==> src/rtl/issue_scheduler_pkg.sv <==
// Shared backend types for the issue scheduler: entry layout, default widths
// and the wakeup tag-match helper.
package issue_scheduler_pkg;

    localparam int SCHED_PREG_W = 6;
    localparam int SCHED_XLEN   = 32;

    typedef struct packed {
        logic                    valid;
        logic [SCHED_PREG_W-1:0] dst_preg;
        logic [SCHED_PREG_W-1:0] src1_preg;
        logic [SCHED_PREG_W-1:0] src2_preg;
        logic                    src1_rdy;
        logic                    src2_rdy;
        logic [SCHED_XLEN-1:0]   imm_val;
        logic [SCHED_XLEN-1:0]   pc;
    } sched_entry_t;

    // A source tag is woken by the external broadcast or by the internal
    // speculative broadcast of the micro-op being selected.
    function automatic logic tag_hit(
        input logic [SCHED_PREG_W-1:0] tag,
        input logic                    ext_valid,
        input logic [SCHED_PREG_W-1:0] ext_preg,
        input logic                    spec_valid,
        input logic [SCHED_PREG_W-1:0] spec_preg
    );
        return (ext_valid && (tag == ext_preg)) || (spec_valid && (tag == spec_preg));
    endfunction

endpackage

==> src/rtl/issue_scheduler_select.sv <==
// Find-first priority picker: lowest-index request wins. Purely combinational
// so wider schedulers can stack several of these.
module issue_scheduler_select #(
    parameter int N  = 8,
    parameter int IW = (N > 1) ? $clog2(N) : 1
) (
    input  logic [N-1:0]  req,
    output logic [N-1:0]  grant,
    output logic [IW-1:0] idx,
    output logic          any
);

    // Scan from the top down so the last hit written is the lowest index.
    always_comb begin
        grant = '0;
        idx   = '0;
        any   = 1'b0;
        for (int i = N - 1; i >= 0; i--) begin
            if (req[i]) begin
                grant    = '0;
                grant[i] = 1'b1;
                idx      = IW'(i);
                any      = 1'b1;
            end
        end
    end

endmodule

==> src/rtl/issue_scheduler.sv <==
// Single-issue age-ordered scheduler (compacting queue, entry 0 oldest).
// Optional macro SCHED_SPEC_WAKEUP_EN: the selected micro-op's destination is
// broadcast internally in its select cycle, enabling back-to-back issue.
module issue_scheduler
    import issue_scheduler_pkg::*;
#(
    parameter int DEPTH  = 8,
    parameter int PREG_W = SCHED_PREG_W,
    parameter int XLEN   = SCHED_XLEN
) (
    input  logic                       clk,
    input  logic                       rst,
    input  logic                       flush,
    input  logic                       disp_valid,
    output logic                       disp_ready,
    input  logic [PREG_W-1:0]          disp_dst_preg,
    input  logic [PREG_W-1:0]          disp_src1_preg,
    input  logic [PREG_W-1:0]          disp_src2_preg,
    input  logic                       disp_src1_rdy,
    input  logic                       disp_src2_rdy,
    input  logic [XLEN-1:0]            disp_imm_val,
    input  logic [XLEN-1:0]            disp_pc,
    input  logic                       wakeup_valid,
    input  logic [PREG_W-1:0]          wakeup_preg,
    output logic                       fire_valid,
    output logic [PREG_W-1:0]          fire_dst_preg,
    output logic [PREG_W-1:0]          fire_src1_preg,
    output logic [PREG_W-1:0]          fire_src2_preg,
    output logic [XLEN-1:0]            fire_imm_val,
    output logic [XLEN-1:0]            fire_pc,
    output logic [$clog2(DEPTH+1)-1:0] count
);

    localparam int CW = $clog2(DEPTH + 1);
    localparam int IW = (DEPTH > 1) ? $clog2(DEPTH) : 1;

    sched_entry_t      q   [DEPTH];
    sched_entry_t      wk  [DEPTH];
    sched_entry_t      nq  [DEPTH];
    sched_entry_t      disp_ent;
    logic [CW-1:0]     cnt_q;
    logic [CW-1:0]     cnt_nxt;
    logic [CW-1:0]     tail;
    logic [DEPTH-1:0]  req;
    logic [DEPTH-1:0]  grant;
    logic [IW-1:0]     sel_idx;
    logic              sel_any;
    logic              accept;
    logic              spec_valid;
    logic [PREG_W-1:0] spec_preg;

    assign count      = cnt_q;
    assign disp_ready = (cnt_q < CW'(DEPTH));
    assign accept     = disp_valid && disp_ready;

    // Eligibility uses registered ready bits only, so a wakeup reaches select a cycle later.
    always_comb begin
        for (int i = 0; i < DEPTH; i++) begin
            req[i] = q[i].valid && q[i].src1_rdy && q[i].src2_rdy;
        end
    end

    issue_scheduler_select #(
        .N  (DEPTH),
        .IW (IW)
    ) u_select (
        .req   (req),
        .grant (grant),
        .idx   (sel_idx),
        .any   (sel_any)
    );

`ifdef SCHED_SPEC_WAKEUP_EN
    assign spec_valid = sel_any;
    assign spec_preg  = q[sel_idx].dst_preg;
`else
    assign spec_valid = 1'b0;
    assign spec_preg  = '0;
`endif

    // Apply this cycle's wakeup tags to every resident entry.
    always_comb begin
        for (int i = 0; i < DEPTH; i++) begin
            wk[i] = q[i];
            if (q[i].valid) begin
                if (tag_hit(q[i].src1_preg, wakeup_valid, wakeup_preg, spec_valid, spec_preg))
                    wk[i].src1_rdy = 1'b1;
                if (tag_hit(q[i].src2_preg, wakeup_valid, wakeup_preg, spec_valid, spec_preg))
                    wk[i].src2_rdy = 1'b1;
            end
        end
    end

    // Incoming micro-op sees the same wakeup tags so a same-cycle broadcast is not lost.
    always_comb begin
        disp_ent           = '0;
        disp_ent.valid     = 1'b1;
        disp_ent.dst_preg  = disp_dst_preg;
        disp_ent.src1_preg = disp_src1_preg;
        disp_ent.src2_preg = disp_src2_preg;
        disp_ent.src1_rdy  = disp_src1_rdy
                           | tag_hit(disp_src1_preg, wakeup_valid, wakeup_preg, spec_valid, spec_preg);
        disp_ent.src2_rdy  = disp_src2_rdy
                           | tag_hit(disp_src2_preg, wakeup_valid, wakeup_preg, spec_valid, spec_preg);
        disp_ent.imm_val   = disp_imm_val;
        disp_ent.pc        = disp_pc;
    end

    // Tail slot after compaction: a fire this cycle pulls the tail down by one.
    always_comb begin
        tail = sel_any ? (cnt_q - 1'b1) : cnt_q;
    end

    // Remove the fired entry by shifting younger entries down, then append the dispatch.
    always_comb begin
        logic shift;
        shift = 1'b0;
        for (int i = 0; i < DEPTH - 1; i++) begin
            shift = shift | grant[i];
            nq[i] = shift ? wk[i + 1] : wk[i];
        end
        nq[DEPTH-1] = sel_any ? '0 : wk[DEPTH-1];
        for (int i = 0; i < DEPTH; i++) begin
            if (accept && (tail == CW'(i)))
                nq[i] = disp_ent;
        end
    end

    // Occupancy tracks accepts and fires; both or neither leaves it unchanged.
    always_comb begin
        case ({accept, sel_any})
            2'b10:   cnt_nxt = cnt_q + 1'b1;
            2'b01:   cnt_nxt = cnt_q - 1'b1;
            default: cnt_nxt = cnt_q;
        endcase
    end

    // Queue, occupancy and fire packet registers; flush squashes everything but the fire payload.
    always_ff @(posedge clk or posedge rst) begin
        if (rst) begin
            for (int i = 0; i < DEPTH; i++) q[i] <= '0;
            cnt_q          <= '0;
            fire_valid     <= 1'b0;
            fire_dst_preg  <= '0;
            fire_src1_preg <= '0;
            fire_src2_preg <= '0;
            fire_imm_val   <= '0;
            fire_pc        <= '0;
        end else if (flush) begin
            for (int i = 0; i < DEPTH; i++) q[i] <= '0;
            cnt_q      <= '0;
            fire_valid <= 1'b0;
        end else begin
            for (int i = 0; i < DEPTH; i++) q[i] <= nq[i];
            cnt_q      <= cnt_nxt;
            fire_valid <= sel_any;
            if (sel_any) begin
                fire_dst_preg  <= q[sel_idx].dst_preg;
                fire_src1_preg <= q[sel_idx].src1_preg;
                fire_src2_preg <= q[sel_idx].src2_preg;
                fire_imm_val   <= q[sel_idx].imm_val;
                fire_pc        <= q[sel_idx].pc;
            end
        end
    end

endmodule
==> config.mk <==
export PLATFORM = sky130hd
export DESIGN_NAME = issue_scheduler
export DESIGN_NICKNAME = d
export VERILOG_FILES = /design/src/rtl/issue_scheduler_pkg.sv /design/src/rtl/issue_scheduler_select.sv /design/src/rtl/issue_scheduler.sv
export SDC_FILE = /design/constraint.sdc
export NUM_CORES = 2
export LEC_CHECK = 0
export BUFFER_PORTS_ARGS = -buffer_cell sky130_fd_sc_hd__buf_4
export CORE_UTILIZATION = 55
export CTS_BUF_LIST = sky130_fd_sc_hd__clkbuf_8 sky130_fd_sc_hd__clkbuf_16
export DETAILED_ROUTE_END_ITERATION = 16
export PLACE_DENSITY = 0.73
export SLEW_MARGIN = 20
export SYNTH_ARGS = -nofsm -noshare
export SYNTH_HDL_FRONTEND = slang
export SYNTH_SLANG_ARGS = --single-unit
==> constraint.sdc <==
create_clock -name clk -period 24.3 [get_ports clk]
set_clock_uncertainty 0.15 [all_clocks]
set_input_delay 1.215 -clock clk [delete_from_list [all_inputs] [get_ports clk]]
set_output_delay 1.215 -clock clk [all_outputs]
set_load 0.02 [all_outputs]
==> tab_implementation.tex <==
\begin{tabular}{lr}
\hline
Metric & Value \\
\hline
\multicolumn{2}{l}{\textbf{Finish}} \\
\quad Ratio of cells with drive above 1 in the final layout & a little under an eighth \\
\quad Post-Layout Cell Count & $\sim$5400 \\
\quad Fillcell total & $\sim$6600 \\
\quad Area used by sequential logic in the layout & approximately 19000 sq um \\
\quad Area of the multi-input gates & 22100 sq um \\
\quad Final core utilization & about three fifths \\
\quad Layout overhead on the synthesized area & 10.3\% \\
\quad Total number of nets in the final design & $\sim$4400 \\
\multicolumn{2}{l}{\textbf{Pwr}} \\
\quad Logic pwr share & 15.2\% \\
\quad Sw Share & between 20 and 30\% \\
\quad Cell area power density & between 60 and 70 nW/um\^{}2 \\
\quad Static power due to leakage & $\sim$22 nW \\
\quad Part of the power in registers & between 40\% and 50\% \\
\quad Net switching component of the power & about 0.00093 W \\
\quad Fraction of power consumed by the clock network & a little under 40\% \\
\quad Internal power & $\sim$0.0022 W \\
\quad Peak supply drop & approximately 0.05 mV \\
\multicolumn{2}{l}{\textbf{Global route}} \\
\quad Global route total overflow & 0 \\
\quad Global routing usage on met1 & between 50\% and 60\% \\
\quad Global-route layer with the greatest usage & met2 \\
\quad Vias in the first global route & 37476 \\
\quad First-pass GRT wire length & between 200 and 250 mm \\
\quad Global-route total usage across every layer & between 30 and 40\% \\
\quad Number of antenna violations at the first check in global routing & 3 \\
\quad Met2 usage & between 50\% and 60\% \\
\quad Pin count of the biggest net entering global routing & 183 \\
\quad Met3 usage in global routing & approximately 7.6\% \\
\multicolumn{2}{l}{\textbf{Timing}} \\
\quad RSZ-0062 raised after global routing & no \\
\quad Slew at the pin with the worst max-slew slack & 1.19 ns \\
\quad Final hold violation count & 0 \\
\quad Worst hold slack & 0.401 ns \\
\quad Setup Viol. Count Final & 0 \\
\quad Max transition margin & around a fifth \\
\quad Max frequency & about 0.15 GHz \\
\quad Period Utilization, post-route & 26.6\% \\
\quad Final WS setup & 17.83 ns \\
\quad Final min period & roughly 6.5 ns \\
\quad Fin. max-slew vios & 0 \\
\quad Setup TNS after final layout & 0 ns \\
\multicolumn{2}{l}{\textbf{Clock tree}} \\
\quad Clock tree root buffer cell & sky130\_fd\_sc\_hd\_\_clkbuf\_16 \\
\quad Setup repair bufs after CTS & 0 \\
\quad CTS tree & yes \\
\quad Number of levels in the clock H-tree & 3 \\
\quad Number of clock sinks & around 770 \\
\quad Bufs on Longest Clock Path & 3 \\
\quad Number of buffers inserted during clock tree synthesis & 84 \\
\quad Total of hold buffers inserted after clock tree synthesis & 0 \\
\quad Quantity of gates resized following cts & 0 \\
\quad Clock latency of the later-clocked register in the worst-skew pair & 0.64 ns \\
\quad Worst-path clk slew & about 0.06 ns \\
\multicolumn{2}{l}{\textbf{Floorplan}} \\
\quad Number of rows in the core area & between 100 and 150 \\
\quad Die Wd & $\sim$280 microns \\
\quad Placeable Area & between 70000 and 80000 sq um \\
\quad Initial Utilization & between 50\% and 60\% \\
\quad Die Footprint & between 70000 and 80000 sq um \\
\quad Die outline height & about 280 microns \\
\quad I/O pin total & around 180 \\
\multicolumn{2}{l}{\textbf{Routing}} \\
\quad Routed wire length & between 150 and 200 mm \\
\quad Routed length per instance & roughly 29 microns \\
\quad First drt pass iteration count & 6 \\
\quad Routed vias & between 30000 and 40000 \\
\quad DR vias/cell & between 7 and 8 \\
\quad Post-route DRC violation count & 0 \\
\quad DR iter-0 viols & $\sim$4900 \\
\quad Number of nets with antenna violations after detailed routing & 0 \\
\multicolumn{2}{l}{\textbf{Yosys}} \\
\quad Simple-gate portion of the synthesized area & between 9 and 10\% \\
\quad Post-Syn Area per Cell & roughly 9.7 sq um \\
\quad Nets in the synthesized netlist & 4513 \\
\quad Compound-cell area share of the yosys netlist & between 20\% and 30\% \\
\quad Combinational family with the most area after synthesis & compound AO/OA/AOI/OAI gates \\
\quad Post-Synthesis Cell Area & about 43000 sq um \\
\quad Adder-cell share of the synthesized area & less than 1\% \\
\quad Predominant post-synthesis flop cell & sky130\_fd\_sc\_hd\_\_dfrtp\_1 \\
\quad Proportion of synthesized area in mux cells & 18.0\% \\
\quad Number of distinct library cell variants in the gate-level netlist after synthesis & 47 \\
\quad Post-Synth XOR/XNOR Area & $\sim$2.3\% \\
\quad Post-synthesis sequential area ratio & between 40\% and 50\% \\
\quad Synthesis-stage register bit count & $\sim$770 \\
\quad Post-synth ARST share & 100\% \\
\quad Synthesized instance count & roughly 4400 \\
\quad Synthesis warning total & 0 \\
\quad Number of enable-type register cells in the synthesized netlist & 0 \\
\multicolumn{2}{l}{\textbf{Place}} \\
\quad Number of placed instances with taps included & approximately 5300 \\
\quad Routability cong. & approximately 0.91 \\
\quad Post-detail-place hpwl & slightly below 80 mm \\
\quad Pre-CTS setup slack & $\sim$18 ns \\
\quad Number of buffers added on ports & 182 \\
\multicolumn{2}{l}{\textbf{Worst setup path}} \\
\quad CP endpoint kind & flop \\
\quad Nature of the critical path startpoint & flop \\
\quad Data required, critical path & 24.68 ns \\
\quad Critical path class & reg -> reg \\
\quad Critical path peak fanout & 180 \\
\quad CP arrival & about 6.9 ns \\
\multicolumn{2}{l}{\textbf{Run status}} \\
\quad Result of the run & complete, no violations \\
\multicolumn{2}{l}{\textbf{Job}} \\
\quad Max-Cap Viols & 0 \\
\multicolumn{2}{l}{\textbf{Min path}} \\
\quad Type of the tightest min-delay check & reg -> reg \\
\hline
\end{tabular}
-- per-stage QoR --
step | total power [W] | area [sq um]
after floorplan | 0.00172 | 42900
after global routing | 0.00326 | 47300
after CTS | 0.00317 | 47300
final | 0.00317 | 47300
after global placement | 0.00192 | 44600
after detailed placement | 0.00193 | 44600
-- critical path, stage by stage (launching register included) --
cell                      delay [ns]
sky130_fd_sc_hd__dfrtp_1        0.43
sky130_fd_sc_hd__nand3_4        0.54
sky130_fd_sc_hd__nand4_1        0.25
sky130_fd_sc_hd__buf_4          0.51
sky130_fd_sc_hd__buf_4          0.96
sky130_fd_sc_hd__o21ai_0        0.58
sky130_fd_sc_hd__xnor2_2        0.39
sky130_fd_sc_hd__buf_12         0.73
sky130_fd_sc_hd__nand2_4        0.61
sky130_fd_sc_hd__buf_4          0.62
sky130_fd_sc_hd__mux2_2         0.41
-- cells in the final DEF (no fill, tap or decap), drive strengths merged, types with 7 or more instances in the layout --
master | Yosys | routed
a211o | 70 | 70
a21oi | 272 | 272
a221o | 90 | 90
a221oi | 153 | 153
a41o | 7 | 7
a41oi | 9 | 9
and3 | 7 | 7
buf | 103 | 256
clkbuf | 358 | 112
clkinv | 0 | 10
dfrtp | 767 | 767
inv | 5 | 27
mux2 | 89 | 89
mux2i | 669 | 669
nand2 | 931 | 931
nand3 | 13 | 13
nor2 | 18 | 18
nor4 | 21 | 21
o211ai | 8 | 8
o21ai | 176 | 176
o21bai | 70 | 70
o221ai | 79 | 79
o22a | 10 | 10
o22ai | 78 | 78
o31ai | 262 | 262
xnor2 | 58 | 58
xor2 | 55 | 55
-- path summary, 6_finish.rpt --
kind | startpoint | endpoint | slack [ns] | cells past startpoint
worst max-delay path | q[679]$_DFFE_PP0P_ | q[320]$_DFF_PP0_ | 17.83 | 10
worst min-delay path | q[63]$_DFFE_PP0P_ | q[63]$_DFFE_PP0P_ | 0.40 | 2
worst max register to register | q[679]$_DFFE_PP0P_ | q[320]$_DFF_PP0_ | 17.83 | 10
worst min register to register | q[63]$_DFFE_PP0P_ | q[63]$_DFFE_PP0P_ | 0.40 | 2
max in group asynchronous | rst | q[390]$_DFFE_PP0P_ | 18.97 | 7
min in group asynchronous | rst | q[669]$_DFFE_PP0P_ | 0.57 | 2
-- cell usage after synthesis, drive strengths merged (2+ instances only) --
cell type | number | area, sq um
o211ai | 8 | 60.1
o21bai | 70 | 526
a41oi | 9 | 78.8
nor3 | 6 | 30.0
nand4 | 4 | 25.0
ha | 2 | 25.0
or3 | 3 | 18.8
o21ai | 176 | 881
nand2b | 2 | 12.5
a211oi | 5 | 37.5
a221oi | 153 | 1340
o22ai | 78 | 488
a211o | 70 | 613
a221o | 90 | 901
a31oi | 6 | 37.5
o21a | 2 | 15.0
clkbuf | 358 | 1340
inv | 5 | 18.8
nor2 | 18 | 67.6
nand2 | 931 | 3490
o31ai | 262 | 1970
xor2 | 55 | 482
buf | 103 | 474
o22a | 10 | 87.6
a21oi | 272 | 1360
o221ai | 79 | 692
dfrtp | 767 | 19200
mux2i | 669 | 6700
mux2 | 89 | 1000
xnor2 | 58 | 508
a41o | 7 | 70.1
nand3 | 13 | 65.1
and3 | 7 | 43.8
a31o | 2 | 17.5
nor4 | 21 | 146
-- kinds of logic after synthesis --
family | after synthesis
muxes | 758
and+or+nand+nor | 1008
xor gates and xnor gates | 113
buffers and inverters | 466
DFF | 767
adders and majority gates | 2
AOI/OAI and AO/OA | 1302
-- layer usage --
metal / vias up / share of wire, %
met3: 548 / 11
met4: 2 / 5.2
li1: 16062 / -
met1: 18997 / 39
met5: - / 0.0084
met2: 2650 / 45
-- registers in the layout (all words and copies together), names as in the netlist --
register	flops
count	4
q	680
fire_valid	1
fire_imm_val	32
fire_dst_preg	6
fire_pc	32
fire_src2_preg	6
fire_src1_preg	6
-- cell type report --
class | instances | share of cell area, %
clock buffer | 112 | 5.33
tap | 1040 | 2.75
timing repair buffer | 256 | 4.18
antenna | 3 | 0.0159
multi-input combinational | 3183 | 46.7
inverter | 5 | 0.0715
sequential | 767 | 40.6
clock inverter | 33 | 0.307
-- power groups by stage --
stage | sequential, W | combinational [W] | clock [W]
after floorplan | 0.00146 | 0.000260 | 0
after global placement | 0.00145 | 0.000468 | 0
after detailed placement | 0.00145 | 0.000474 | 0
after CTS | 0.00143 | 0.000476 | 0.00126
after global routing | 0.00144 | 0.000514 | 0.00131
final | 0.00143 | 0.000484 | 0.00126
Note: power is estimated with default switching activity, not from simulation.
